<file path="src/rtl/vrf_bank_scheduler.sv">
`default_nettype none
// ============================================================================
// Module   : vrf_bank_scheduler
// Purpose  : Per-bank arbiter for a banked vector register file. Every bank
//            picks at most one winner per cycle among the read and write
//            requesters that target it. Writes beat reads unless the bank's
//            read starve counter has reached StarveLimit. Each class is
//            round-robin inside a bank. Read grants come back as a registered
//            valid together with the bank that was granted.
// Ports    : clk_i, rst_i (async, active-high)
//            rd_req_i/rd_bank_i   read requests and their target banks
//            wr_req_i/wr_bank_i   write requests and their target banks
//            rd_gnt_o/wr_gnt_o    combinational grants
//            bank_req_o/bank_wen_o/bank_src_o  per-bank access, write flag
//                                              and winning requester
//            rd_rvalid_o/rd_rbank_o  registered read return
//            stat_conflict_o      per-bank conflict counters
// Options  : define VRF_BANK_SCHED_STATS_EN to build the per-bank 16-bit
//            saturating conflict counters. Without it the counters are not
//            built and stat_conflict_o is tied to 0.
// Revision : 1.0 - initial release
// ============================================================================
module vrf_bank_scheduler #(
  parameter int unsigned NrBank      = 4,
  parameter int unsigned NrRdReq     = 3,
  parameter int unsigned NrWrReq     = 2,
  parameter int unsigned StarveLimit = 3,
  localparam int unsigned c_bank_w   = $clog2(NrBank),
  localparam int unsigned c_src_w    = (NrRdReq + NrWrReq > 1) ? $clog2(NrRdReq + NrWrReq) : 1
) (
  input  logic                             clk_i,
  input  logic                             rst_i,
  input  logic [NrRdReq-1:0]               rd_req_i,
  input  logic [NrRdReq-1:0][c_bank_w-1:0] rd_bank_i,
  input  logic [NrWrReq-1:0]               wr_req_i,
  input  logic [NrWrReq-1:0][c_bank_w-1:0] wr_bank_i,
  output logic [NrRdReq-1:0]               rd_gnt_o,
  output logic [NrWrReq-1:0]               wr_gnt_o,
  output logic [NrBank-1:0]                bank_req_o,
  output logic [NrBank-1:0]                bank_wen_o,
  output logic [NrBank-1:0][c_src_w-1:0]   bank_src_o,
  output logic [NrRdReq-1:0]               rd_rvalid_o,
  output logic [NrRdReq-1:0][c_bank_w-1:0] rd_rbank_o,
  output logic [NrBank-1:0][15:0]          stat_conflict_o
);

  localparam int unsigned c_rd_ptr_w = (NrRdReq > 1) ? $clog2(NrRdReq) : 1;
  localparam int unsigned c_wr_ptr_w = (NrWrReq > 1) ? $clog2(NrWrReq) : 1;
  localparam int unsigned c_cnt_w    = (StarveLimit > 0) ? $clog2(StarveLimit + 1) : 1;

  logic [NrBank-1:0][NrRdReq-1:0]    w_rd_mask;
  logic [NrBank-1:0][NrWrReq-1:0]    w_wr_mask;
  logic [NrBank-1:0]                 w_rd_found, w_wr_found;
  logic [NrBank-1:0]                 w_rd_sel, w_wr_sel;
  logic [NrBank-1:0][c_rd_ptr_w-1:0] w_rd_win, r_rd_ptr;
  logic [NrBank-1:0][c_wr_ptr_w-1:0] w_wr_win, r_wr_ptr;
  logic [NrBank-1:0][c_cnt_w-1:0]    r_starve;

  // --------------------------------------------------------------------------
  // Combinational arbitration, one independent arbiter per bank.
  // --------------------------------------------------------------------------
  always_comb begin
    rd_gnt_o   = '0;
    wr_gnt_o   = '0;
    bank_req_o = '0;
    bank_wen_o = '0;
    bank_src_o = '0;
    w_rd_mask  = '0;
    w_wr_mask  = '0;
    w_rd_found = '0;
    w_wr_found = '0;
    w_rd_win   = '0;
    w_wr_win   = '0;
    w_rd_sel   = '0;
    w_wr_sel   = '0;
    for (int b = 0; b < NrBank; b++) begin
      for (int r = 0; r < NrRdReq; r++)
        w_rd_mask[b][r] = rd_req_i[r] && (rd_bank_i[r] == c_bank_w'(b));
      for (int w = 0; w < NrWrReq; w++)
        w_wr_mask[b][w] = wr_req_i[w] && (wr_bank_i[w] == c_bank_w'(b));

      // Round-robin by two descending scans: the first leaves the lowest
      // requester overall (the wrap-around choice), the second overrides it
      // with the lowest requester at or above the pointer when one exists.
      for (int r = NrRdReq - 1; r >= 0; r--)
        if (w_rd_mask[b][r]) begin
          w_rd_found[b] = 1'b1;
          w_rd_win[b]   = c_rd_ptr_w'(r);
        end
      for (int r = NrRdReq - 1; r >= 0; r--)
        if (w_rd_mask[b][r] && (c_rd_ptr_w'(r) >= r_rd_ptr[b]))
          w_rd_win[b] = c_rd_ptr_w'(r);

      for (int w = NrWrReq - 1; w >= 0; w--)
        if (w_wr_mask[b][w]) begin
          w_wr_found[b] = 1'b1;
          w_wr_win[b]   = c_wr_ptr_w'(w);
        end
      for (int w = NrWrReq - 1; w >= 0; w--)
        if (w_wr_mask[b][w] && (c_wr_ptr_w'(w) >= r_wr_ptr[b]))
          w_wr_win[b] = c_wr_ptr_w'(w);

      // Writes win unless reads are pending on a bank whose reads have been
      // starved for StarveLimit cycles.
      w_wr_sel[b] = w_wr_found[b] &&
                    !(w_rd_found[b] && (r_starve[b] == c_cnt_w'(StarveLimit)));
      w_rd_sel[b] = w_rd_found[b] && !w_wr_sel[b];

      bank_req_o[b] = w_rd_sel[b] | w_wr_sel[b];
      bank_wen_o[b] = w_wr_sel[b];
      if (w_wr_sel[b])
        bank_src_o[b] = c_src_w'(NrRdReq) + c_src_w'(w_wr_win[b]);
      else if (w_rd_sel[b])
        bank_src_o[b] = c_src_w'(w_rd_win[b]);

      for (int r = 0; r < NrRdReq; r++)
        if (w_rd_sel[b] && (w_rd_win[b] == c_rd_ptr_w'(r)))
          rd_gnt_o[r] = 1'b1;
      for (int w = 0; w < NrWrReq; w++)
        if (w_wr_sel[b] && (w_wr_win[b] == c_wr_ptr_w'(w)))
          wr_gnt_o[w] = 1'b1;
    end
  end

  // --------------------------------------------------------------------------
  // Pointers, starve counters and the registered read return.
  // --------------------------------------------------------------------------
  always_ff @(posedge clk_i or posedge rst_i) begin
    if (rst_i) begin
      r_rd_ptr    <= '0;
      r_wr_ptr    <= '0;
      r_starve    <= '0;
      rd_rvalid_o <= '0;
      rd_rbank_o  <= '0;
    end else begin
      for (int b = 0; b < NrBank; b++) begin
        if (w_rd_sel[b])
          r_rd_ptr[b] <= (w_rd_win[b] == c_rd_ptr_w'(NrRdReq - 1)) ? '0
                                                                 : w_rd_win[b] + c_rd_ptr_w'(1);
        if (w_wr_sel[b])
          r_wr_ptr[b] <= (w_wr_win[b] == c_wr_ptr_w'(NrWrReq - 1)) ? '0
                                                                 : w_wr_win[b] + c_wr_ptr_w'(1);
        // Count only cycles where a read waited and lost; saturate at the limit.
        if (w_rd_found[b] && !w_rd_sel[b]) begin
          if (r_starve[b] != c_cnt_w'(StarveLimit))
            r_starve[b] <= r_starve[b] + c_cnt_w'(1);
        end else begin
          r_starve[b] <= '0;
        end
      end
      rd_rvalid_o <= rd_gnt_o;
      for (int r = 0; r < NrRdReq; r++)
        if (rd_gnt_o[r])
          rd_rbank_o[r] <= rd_bank_i[r];
    end
  end

`ifdef VRF_BANK_SCHED_STATS_EN
  // A conflict cycle is any cycle with two or more requesters on one bank.
  logic [NrBank-1:0]       w_conflict;
  logic [NrBank-1:0][15:0] r_conflict;

  always_comb begin
    w_conflict = '0;
    for (int b = 0; b < NrBank; b++)
      w_conflict[b] = ($countones({w_rd_mask[b], w_wr_mask[b]}) >= 2);
  end

  always_ff @(posedge clk_i or posedge rst_i) begin
    if (rst_i) begin
      r_conflict <= '0;
    end else begin
      for (int b = 0; b < NrBank; b++)
        if (w_conflict[b] && (r_conflict[b] != 16'hFFFF))
          r_conflict[b] <= r_conflict[b] + 16'd1;
    end
  end

  assign stat_conflict_o = r_conflict;
`else
  assign stat_conflict_o = '0;
`endif

endmodule
`default_nettype wire

</file>
<file path="config.mk">
export PLATFORM = sky130hd
export DESIGN_NAME = vrf_bank_scheduler
export DESIGN_NICKNAME = d
export VERILOG_FILES = /design/src/rtl/vrf_bank_scheduler.sv
export SDC_FILE = /design/constraint.sdc
export NUM_CORES = 1
export LEC_CHECK = 0
export BUFFER_PORTS_ARGS = -buffer_cell sky130_fd_sc_hd__buf_2
export CAP_MARGIN = 20
export CORE_MARGIN = 2
export CORE_UTILIZATION = 42
export DETAILED_ROUTE_END_ITERATION = 10
export HOLD_SLACK_MARGIN = 0.15
export PLACE_DENSITY = 0.82
export REMOVE_ABC_BUFFERS = 1
export SLEW_MARGIN = 15
export SYNTH_ARGS = -nofsm -noshare
export SYNTH_HDL_FRONTEND = slang
export SYNTH_SLANG_ARGS = --single-unit
</file>
<file path="constraint.sdc">
create_clock -name clk_i -period 1.56 [get_ports clk_i]
set_input_delay 0.312 -clock clk_i [delete_from_list [all_inputs] [get_ports clk_i]]
set_output_delay 0.312 -clock clk_i [all_outputs]
set_load 0.01 [all_outputs]
</file>
==> impl_results.md <==
* Status: complete, but fails checks
* Failing checks: setup timing
* Yosys warns at 0
* Initial Utilization at 44.1%
* Setup crit end kind: output port
* Dpl cell area at 0.00276 mm²
* H-tree lvl count at 2
* Synthesized instance count at 268
* Max cap viols at 0
* RR Startpoint: r_rd_ptr[6]
* Pleak at 0.00204 µW
* Fin crit period at 2.21 ns
* DR WL/cell at 19.3 µm
* Hold Crit Start: rd_bank_i[2]
* First-pass GRT wire length at 12800 µm
* Area growth, synth to finish at 73.1%
* Post-route clock skew at 0.00614 ns
* Fin crit share at 142%
* Placeable Area at 0.00520 mm²
* Final setup viols at 34
* Crit start category: flop
* CTS tree: yes
* CTS Sinks at 29
* Tightest Hold Check Type: input port to flop
* Area taken by flip-flops and latches at slightly above 700 µm²
* Hpwl dp at 4590 µm
* Clk Latency, worst-skew pair at 0.29 ns
* Worst ir drop on vdd at 0.000446 V
* Routed vias at roughly 2500
* Detail Route Antenna Nets at 0
* Mean Syn Cell Area at 8.57 µm²
* CTS clock-pin slew for the worst setup and hold paths at 0.07 ns
* Final Max Tran Viols at 0
* Crit path DAT at 1.90 ns
* Top-Level Pins at 115
* Most frequent standard cell in the layout excluding fill and tap cells: conb_1
* Yosys reg bits at 29
* Most frequent cells in the layout: conb_1 (64), buf_4 (60), buf_6 (55)
* Power Total at ~3000 µW
* Initial antenna violation count at 0
* Placer Congestion at 0.882
* Slowest stage cell, crit path: or4b_4
* IO buf count at 50
* Total detailed-routing wirelength at 9360 µm
* Final Hold Vio Count at 0
* Non-Filler Instances at 485
* Die width at about 78 µm
* Fillers at 325
* Router iterations before antenna repair at 4
* Multi-input logic area at between 0.0015 and 0.002 mm²
* Vias in the first global route at 2619
* Slowest cell delay on critical path at 0.53 ns
* Diodes inserted at 0
* Die area at slightly above 0.006 mm²
* Worst slack, placed at -0.455 ns
* Cell Area, Synth at 0.00230 mm²
* Crit-path cells: and4b_1 > o21ai_2 > or4b_4 > nand4_1 > buf_2
* GRT overflow at 0
* Drt initial violations at 212
* Final WS setup at -0.650 ns
* Fin nets at 435
* Root buffer cell: clkbuf_8
* Seq/Total Area, Yosys at roughly a third
* # DRC at 0
* Vias per cell at approximately 5.3
* Die Y at 77.9 µm
* Crit path launch: r_rd_ptr[6]
* Max FO, Critical Path at 4
* Power density over the cells at 758 mW/mm²
* Maximum clock path buffer count at 2
* Placed Cells at 436
* All-Layer GR Usage at 27.0%
* RSZ-0062 raised after global routing: true
* Largest net degree at the start of global routing at 30
* Share of cells above drive strength 1 at 55.9%
* Max Fclk at roughly 450 MHz
* CTS Buf Count at 5
* Standard-cell rows at 26
* Kind of critical path: flop to output port
* Post-route cell area at 0.00398 mm²
* Synth unique cells at 44
* Critical Path RT at between 1 and 1.5 ns
==> stage by stage <==
stage / utilization (%) / hold slack, ns / setup TNS (ns)
3_5_place_dp: 53.0 / 0.405 / -8.24
6_report: 76.4 / 0.271 / -9.83
2_1_floorplan: - / 0.390 / -1.18
5_1_grt: 76.4 / 0.268 / -10.49
3_3_place_gp: 53.0 / 0.399 / -7.20
4_1_cts: 71.4 / 0.269 / -7.71
==> where the power goes <==
group | internal [µW] | leakage (µW) | total, µW | switching [µW]
sequential | 859 | 0.000361 | 968 | 110
combinational | 677 | 0.00163 | 1320 | 647
clock | 399 | 0.0000542 | 721 | 323
==> cells by family (layout without fill, tap and decap cells) <==
family                     count (synthesis)  in the layout  share of synthesized area (%)
AOI/OAI and AO/OA                         51             51                           15.5
adders and majority gates                  4              4                           2.18
buffers and inverters                     73            157                           22.5
DFF                                       29             29                           31.6
muxes                                      3              3                           1.47
other                                      1             64                          0.163
and+or+nand+nor                          107            107                           26.6
==> worst paths after layout <==
path | end | slack (ns) | cells after the start
max | rd_gnt_o[1] | -0.65 | 5
min | rd_rbank_o[2] | 0.27 | 2
max reg2reg | rd_rbank_o[2] | -0.44 | 6
min reg2reg | r_starve[4] | 0.44 | 1
max in group asynchronous | r_rd_ptr[7] | 0.62 | 4
min in group asynchronous | r_starve[5] | 0.63 | 4
==> routing by layer <==
| layer | part of all wire (%) | global-route usage [%] |
|---|---|---|
| met3 | 7.3 | 6.05 |
| met4 | 5.5 | 15.4 |
| met2 | 52 | 48.3 |
| met1 | 35 | 29.1 |
| met5 | 0 | 0 |
==> flip-flops by register name (all words and copies together), names as in the netlist <==
signal / count
r_starve: 8
rd_rvalid_o: 3
r_wr_ptr: 4
rd_rbank_o: 6
r_rd_ptr: 8
==> repair_timing <==
action,CTS,global route
endpoints found under the setup margin,29,36
endpoints found under the hold margin,29,0
setup buffers,38,23
gates resized for setup,142,53
hold buffers,1,0
pin swaps,32,29
==> critical path, delay by kind of cell, from the launching register on <==
kind	cells	cell delay (ns)
AO/OA/AOI/OAI	1	0.15
buffers and inverters	1	0.15
flip-flops	1	0.42
AND/OR/NAND/NOR	3	0.90
==> Yosys cell counts (all sizes together) <==
master | instances | share of area [%]
buf | 65 | 21
nand2 | 31 | 5.1
dfrtp | 29 | 32
nand3 | 14 | 3.1
nor2 | 13 | 2.1
o21ai | 12 | 2.8
a21oi | 11 | 2.4
inv | 8 | 1.3
and3 | 7 | 1.9
nand2b | 7 | 1.9
nand3b | 7 | 2.3
nor2b | 5 | 1.4
o211ai | 5 | 1.6
ha | 4 | 2.2
nor4 | 4 | 1.7
o21a | 4 | 1.3
o21bai | 4 | 1.3
or3b | 4 | 1.6
a211o | 3 | 1.1
a211oi | 3 | 1.4
and2 | 3 | 0.82
and3b | 3 | 1.1
mux2 | 3 | 1.5
nand4 | 3 | 1.1
o31ai | 3 | 0.98
a2111o | 2 | 1.0
a21o | 2 | 0.65
nor3b | 2 | 0.65
and4b | 1 | 0.44
and4bb | 1 | 0.54
conb | 1 | 0.16
nand4b | 1 | 0.38
o211a | 1 | 0.44
o21ba | 1 | 0.44
or4b | 1 | 0.44
==> area by class of cell <==
| type | instances | share of cell area [%] |
|---|---|---|
| clock buffer | 7 | 2.42 |
| timing repair buffer | 141 | 31.8 |
| inverter | 8 | 0.755 |
| tap | 70 | 2.20 |
| multi-input combinational | 229 | 44.4 |
| clock inverter | 1 | 0.126 |
| sequential | 29 | 18.3 |
Note: power is estimated with default switching activity, not from simulation.
